## config.mk

```make
export PLATFORM = sky130hd
export DESIGN_NAME = hilo_muldiv_unit
export DESIGN_NICKNAME = d
export VERILOG_FILES = /design/src/rtl/mips_alu_pkg.sv /design/src/rtl/muldiv_iter_step.sv /design/src/rtl/hilo_muldiv_unit.sv
export SDC_FILE = /design/constraint.sdc
export NUM_CORES = 1
export LEC_CHECK = 0
export ABC_CLOCK_PERIOD_IN_PS = 9250
export BUFFER_PORTS_ARGS = -buffer_cell sky130_fd_sc_hd__clkbuf_2
export CORE_MARGIN = 5
export CORE_UTILIZATION = 49
export CTS_CLUSTER_SIZE = 20
export DETAILED_ROUTE_END_ITERATION = 12
export PLACE_DENSITY = 0.71
export SETUP_SLACK_MARGIN = 0.5
export SLEW_MARGIN = 20
export SYNTH_ARGS = -nofsm -noshare
export SYNTH_HDL_FRONTEND = slang
export SYNTH_SLANG_ARGS = --single-unit
```

## constraint.sdc

```tcl
create_clock -name clk -period 9.25 [get_ports clk]
set_input_delay 0.4625 -clock clk [delete_from_list [all_inputs] [get_ports clk]]
set_output_delay 0.4625 -clock clk [all_outputs]
set_load 0.05 [all_outputs]
```

## src/rtl/mips_alu_pkg.sv

```systemverilog
// mips_alu_pkg: ALU control codes, muldiv state encoding and default datapath width
package mips_alu_pkg;
  localparam int XLEN_DEFAULT = 32;
  localparam logic [3:0] ALU_ADD   = 4'h2;
  localparam logic [3:0] ALU_SUB   = 4'h6;
  localparam logic [3:0] ALU_MFHI  = 4'h3;
  localparam logic [3:0] ALU_MFLO  = 4'h4;
  localparam logic [3:0] ALU_MULT  = 4'h5;
  localparam logic [3:0] ALU_DIV   = 4'h8;
  localparam logic [3:0] ALU_MULTU = 4'h9;
  localparam logic [3:0] ALU_DIVU  = 4'ha;
  typedef enum logic [1:0] {S_IDLE, S_RUN, S_FIX} muldiv_state_e;
endpackage

```

## src/rtl/muldiv_iter_step.sv

```systemverilog
// muldiv_iter_step: one shift-add (mult) or restoring-subtract (div) iteration over {hi,lo} accumulator
module muldiv_iter_step #(
  parameter int XLEN = 32
) (
  input  logic              is_div_i,
  input  logic [2*XLEN-1:0] acc_i,
  input  logic [XLEN-1:0]   opd_i,
  output logic [2*XLEN-1:0] acc_o
);
  logic [XLEN:0] sum, rem_sh;
  logic ge;
  always_comb begin
    sum    = {1'b0, acc_i[2*XLEN-1:XLEN]} + (acc_i[0] ? {1'b0, opd_i} : '0);
    rem_sh = acc_i[2*XLEN-1:XLEN-1];
    ge     = rem_sh >= {1'b0, opd_i};
    acc_o  = is_div_i ? {(ge ? XLEN'(rem_sh - {1'b0, opd_i}) : rem_sh[XLEN-1:0]), acc_i[XLEN-2:0], ge}
                      : {sum, acc_i[XLEN-1:1]};
  end
endmodule

```

## src/rtl/hilo_muldiv_unit.sv

```systemverilog
// hilo_muldiv_unit: iterative signed mult/div into HI/LO with mfhi/mflo read port.
// Define MULDIV_UNSIGNED_EN to also accept multu/divu.
module hilo_muldiv_unit
  import mips_alu_pkg::*;
#(
  parameter int XLEN  = XLEN_DEFAULT,
  parameter int CNT_W = 6
) (
  input  logic            clk,
  input  logic            rst_n,
  input  logic [3:0]      alu_ctrl,
  input  logic            ex_valid,
  input  logic [XLEN-1:0] op_a,
  input  logic [XLEN-1:0] op_b,
  output logic            busy,
  output logic            done,
  output logic            div_zero,
  output logic [XLEN-1:0] hi,
  output logic [XLEN-1:0] lo,
  output logic [XLEN-1:0] mf_result
);
  muldiv_state_e state_q;
  logic [CNT_W-1:0] cnt_q;
  logic [2*XLEN-1:0] acc_q, acc_d, prod_d;
  logic [XLEN-1:0] opd_q, a_mag, b_mag, quo_d, rem_d, hi_d, lo_d;
  logic sa_q, sb_q, div_q, dz_q, is_md, is_div, sgn, sa, sb, start, b_zero;
`ifdef MULDIV_UNSIGNED_EN
  assign is_md  = alu_ctrl == ALU_MULT || alu_ctrl == ALU_DIV || alu_ctrl == ALU_MULTU || alu_ctrl == ALU_DIVU;
  assign is_div = alu_ctrl == ALU_DIV || alu_ctrl == ALU_DIVU;
  assign sgn    = alu_ctrl == ALU_MULT || alu_ctrl == ALU_DIV;
`else
  assign is_md  = alu_ctrl == ALU_MULT || alu_ctrl == ALU_DIV;
  assign is_div = alu_ctrl == ALU_DIV;
  assign sgn    = 1'b1;
`endif
  assign start  = state_q == S_IDLE && ex_valid && is_md;
  assign b_zero = op_b == '0;
  assign sa     = sgn & op_a[XLEN-1];
  assign sb     = sgn & op_b[XLEN-1];
  assign a_mag  = sa ? -op_a : op_a;
  assign b_mag  = sb ? -op_b : op_b;
  muldiv_iter_step #(.XLEN(XLEN)) u_step (
    .is_div_i (div_q),
    .acc_i    (acc_q),
    .opd_i    (opd_q),
    .acc_o    (acc_d)
  );
  // divide-by-zero keeps the raw dividend in the low half so HI can return it untouched
  always_comb begin
    prod_d = sa_q ^ sb_q ? -acc_q : acc_q;
    quo_d  = sa_q ^ sb_q ? -acc_q[XLEN-1:0] : acc_q[XLEN-1:0];
    rem_d  = sa_q ? -acc_q[2*XLEN-1:XLEN] : acc_q[2*XLEN-1:XLEN];
    hi_d   = dz_q ? acc_q[XLEN-1:0] : div_q ? rem_d : prod_d[2*XLEN-1:XLEN];
    lo_d   = dz_q ? '1 : div_q ? quo_d : prod_d[XLEN-1:0];
  end
  always_ff @(posedge clk) begin
    if (!rst_n) begin
      state_q <= S_IDLE;
      cnt_q   <= '0;
      acc_q   <= '0;
      opd_q   <= '0;
      sa_q    <= 1'b0;
      sb_q    <= 1'b0;
      div_q   <= 1'b0;
      dz_q    <= 1'b0;
      hi      <= '0;
      lo      <= '0;
    end else begin
      case (state_q)
        S_IDLE: if (start) begin
          state_q <= is_div && b_zero ? S_FIX : S_RUN;
          cnt_q   <= '0;
          acc_q   <= {{XLEN{1'b0}}, is_div ? (b_zero ? op_a : a_mag) : b_mag};
          opd_q   <= is_div ? b_mag : a_mag;
          sa_q    <= sa;
          sb_q    <= sb;
          div_q   <= is_div;
          dz_q    <= is_div && b_zero;
        end
        S_RUN: begin
          acc_q <= acc_d;
          cnt_q <= cnt_q + 1'b1;
          if (cnt_q == CNT_W'(XLEN-1)) state_q <= S_FIX;
        end
        S_FIX: begin
          hi      <= hi_d;
          lo      <= lo_d;
          state_q <= S_IDLE;
        end
        default: state_q <= S_IDLE;
      endcase
    end
  end
  assign busy      = state_q != S_IDLE;
  assign done      = state_q == S_FIX;
  assign div_zero  = done & dz_q;
  assign mf_result = alu_ctrl == ALU_MFHI ? hi : alu_ctrl == ALU_MFLO ? lo : '0;
endmodule
```

==> flow_summary_export.csv <==
group,metric,value,unit
cts,cts-root-to-sink-buffers,2,
worst_setup_path,timing.reg2reg.worst_path_depth,12,
route,route.detailed.wl_per_inst,21.7,µm
cells_and_area,filler_cell_count,2937,
timing,timing.final.crit_period,4.43,ns
route,drt-vias-per-instance,6.38,
timing,final_max_slew_viol_count,0,
cells_and_area,drive_above_1_share,0.127,
route,drc,0,
timing,worstMarginPinSlew,1.09,ns
global_routing,grt_first_pass_wirelength,84300,µm
timing,clock-skew-final,0.0179,ns
worst_setup_path,reg2reg_from,"acc_q[0]",
timing,setup-tns-final,0,ns
yosys,top_cells_by_instance_count_after_synthesis,"sky130_fd_sc_hd__nand2_1 (205), sky130_fd_sc_hd__o21ai_0 (185), sky130_fd_sc_hd__dfxtp_1 (172)",
yosys,yosysWarnings,0,
worst_setup_path,cp_data_required_time,9.60,ns
yosys,synthDominantAreaCellType,"sky130_fd_sc_hd__dfxtp_1",
cts,tritoncts.num_buffers,17,
floorplan,initial_core_util,0.494,
yosys,synth.area.top_cells,"sky130_fd_sc_hd__dfxtp_1 (23%), sky130_fd_sc_hd__xnor2_1 (6.3%), sky130_fd_sc_hd__o21ai_0 (6.2%), sky130_fd_sc_hd__ha_1 (5.7%), sky130_fd_sc_hd__a21oi_1 (5.7%)",
yosys,postSynthRegisterBits,172,
yosys,yosysUniqueCellTypes,77,
route,drt_iter0_markers,1983,
timing,maxClockFrequency,0.226,GHz
worst_setup_path,critPathLaunchType,"flip-flop",
cts,cts-resized-gates,0,
placed_design,place.gp.congestion,0.961,
yosys,synth-edff-count,0,
cells_and_area,flow.area_growth_from_synthesis,10.7,%
pwr,total_switching_power,1040,µW
global_routing,grt_pass1_vias,14653,
pwr,seq_power_share,0.334,
yosys,syn-mean-instance-area,7.35,µm²
worst_setup_path,timing_worst_setup_path_type,"flip-flop to flip-flop",
pwr,power.static_leakage,0.00685,µW
outcome,run_status,"finished, final reports clean",
global_routing,number_of_antenna_violations_at_the_first_check_in_global_routing,0,
global_routing,grt_max_degree,84,
worst_setup_path,crit_fanout,33,
timing,setup_viol_count_final,0,
yosys,yosys.area.top_type_share,0.229,
route,vias,16140,
job,max_cap_viol_count,0,
worst_setup_path,reg2reg_slack,4.82,ns
cts,clkLatencyLatePin,0.45,ns
pwr,internal-power,1490,µW
floorplan,core.rowCount,64,
worst_setup_path,timing.critical_path.to_type,"flip-flop",
timing,timing.hold.ws,0.411,ns
worst_setup_path,startpoint,"acc_q[0]",
pwr,power.clock.fraction,0.286,
cells_and_area,post-route-util,0.547,
yosys,synth_top_flop_cell,"sky130_fd_sc_hd__dfxtp_1",
yosys,syn_nets,2190,
floorplan,core_area,30400,µm²
cts,post_cts_buffers,0,
placed_design,placed_cell_area,16100,µm²
placed_design,dpl.hpwl,41900,µm
floorplan,ioPinCount,170,
worst_setup_path,worst-endpoint-arrival,4.78,ns
pwr,power.share.switching,0.412,
route,totalWireLength,54900,µm
timing,hold_viol_final,0,
yosys,synthMostInstantiatedCell,"sky130_fd_sc_hd__nand2_1",
worst_setup_path,setup.worst_path.end,"acc_q[57]",
worst_hold_path,min_path_type,"input pin to flip-flop",
cells_and_area,fin_nets,2261,
cts,clock_sink_count,172,
pwr,power_density,152,nW/µm²
cts,tritoncts,"done",
pwr,peakVddDrop,0.139,mV
cts,cts_hold_buffers,0,
global_routing,grt_overflow_total,0,
timing,grt_setup_unrepaired,"false",
floorplan,die_x,185,µm
global_routing,groute.usage.overall,0.310,
route,detailedRoute.firstPassIterationCount,5,
floorplan,floorplan.die_area,34300,µm²
cts,ctsHtreeMaxLevel,4,
timing,max-slew-margin-rel,0.273,
yosys,postSynth.asyncResetShare,0,
worst_setup_path,reg2reg_to,"acc_q[57]",
cells_and_area,stdcell_count,2528,
yosys,synth-seq-area-share,0.229,
timing,layout_worst_path_cycle_share,0.479,
route,drtAntennaViolNets,0,
cts,clockRootBuffer,"sky130_fd_sc_hd__clkbuf_16",
placed_design,post-place-cells,2496,
floorplan,chipHeight,185,µm
cts,clk_transition_reported_paths,0.07,ns
pwr,comb_power_share,0.379,
placed_design,io_buffers,169,
yosys,syn-cell-area,15000,µm²
yosys,postSynthCellCount,2048,
cells_and_area,postLayoutCellArea,16700,µm²
layout make-up:
cell class | instances | area, µm² | area share
Multi-Input combinational cell | 1661 | 10800 | 0.649
Inverter | 68 | 255 | 0.0153
Clock buffer | 17 | 425 | 0.0255
Tap cell | 396 | 495 | 0.0297
Clock inverter | 14 | 148 | 0.00886
Timing Repair Buffer | 199 | 1070 | 0.0644
Antenna cell | 1 | 2.50 | 0.000150
Sequential cell | 172 | 3440 | 0.207
power by group through the flow:
stage	Sequential (µW)	Combinational, µW	Clock [µW]
5_1_grt	848	1030	754
6_report	845	959	724
4_1_cts	841	935	724
2_1_floorplan	816	679	0
3_5_place_dp	859	931	0
3_3_place_gp	857	926	0
stage by stage:
stage | setup slack (ns) | power [µW]
4_1_cts | 4.95 | 2500
3_5_place_dp | 4.97 | 1790
2_1_floorplan | 6.07 | 1500
3_3_place_gp | 5.12 | 1780
6_report | 4.82 | 2530
5_1_grt | 4.56 | 2640
worst min path at each step:
| stage | startpoint | endpoint | cells after the start |
|---|---|---|---|
| 2_1_floorplan | cnt_q[5] | cnt_q[5] | 1 |
| 3_3_place_gp | opd_q[27] | opd_q[27] | 2 |
| 3_5_place_dp | opd_q[7] | opd_q[7] | 2 |
| 4_1_cts | op_a[26] | acc_q[26] | 3 |
| 5_1_grt | op_a[26] | acc_q[26] | 3 |
| 6_report | op_a[26] | acc_q[26] | 3 |
sequential cells by signal, summed over array words and instances (netlist names):
name,flops
dz_q,1
state_q,2
cnt_q,6
opd_q,32
acc_q,64
sb_q,1
lo,32
div_q,1
sa_q,1
hi,32
routing by layer:
layer  global-route usage  wire length [µm]
met1                0.451             24700
met2                0.476             23700
met3               0.0515              5130
met4               0.0840              1460
met5                    0                 0
layout by cell type (no fill, tap or decap), drive strengths merged, types with 9 or more instances in the layout:
cell      n
inv      77
a21boi   28
a211oi   11
or4      14
a21o     36
nand2b   14
xnor2   109
and2     14
o221ai   17
a21oi   170
and3     12
mux2i    49
o21a      9
nor2    152
o211a    11
nand4    19
o211ai   52
dfxtp   172
buf      31
nor4     14
or3      38
clkbuf  185
a221oi   10
nand2   206
nor3     48
ha       69
a22o     39
nor2b    13
or2       9
nand3    64
o31ai    29
o21ai   190
a31oi    26
nor3b    13
xor2     79
a22oi    16
o41ai    10
logic make-up (layout without fill, tap and decap cells):
| kind of cell | Yosys count | count (layout) | synth area share |
|---|---|---|---|
| xor gates and xnor gates | 188 | 188 | 0.109 |
| DFF | 172 | 172 | 0.229 |
| adders and majority gates | 71 | 71 | 0.0600 |
| AOI/OAI and AO/OA | 702 | 702 | 0.302 |
| other | 0 | 1 | 0 |
| muxes | 56 | 56 | 0.0378 |
| buffers and inverters | 215 | 298 | 0.0550 |
| and+or+nand+nor | 644 | 644 | 0.207 |
worst max-delay path: stages, from the launching register on:
cell                        delay, ns
sky130_fd_sc_hd__dfxtp_1         0.36
sky130_fd_sc_hd__inv_1           0.80
sky130_fd_sc_hd__nor2_1          0.13
sky130_fd_sc_hd__ha_1            0.40
sky130_fd_sc_hd__nor2b_1         0.19
sky130_fd_sc_hd__o31ai_1         0.15
sky130_fd_sc_hd__a2111oi_0       0.89
sky130_fd_sc_hd__o211ai_1        0.21
sky130_fd_sc_hd__a21oi_1         0.33
sky130_fd_sc_hd__a31oi_1         0.28
sky130_fd_sc_hd__mux2i_1         0.21
sky130_fd_sc_hd__a41oi_1         0.11
sky130_fd_sc_hd__o31ai_1         0.26
Power figures use the tool's default switching activity.
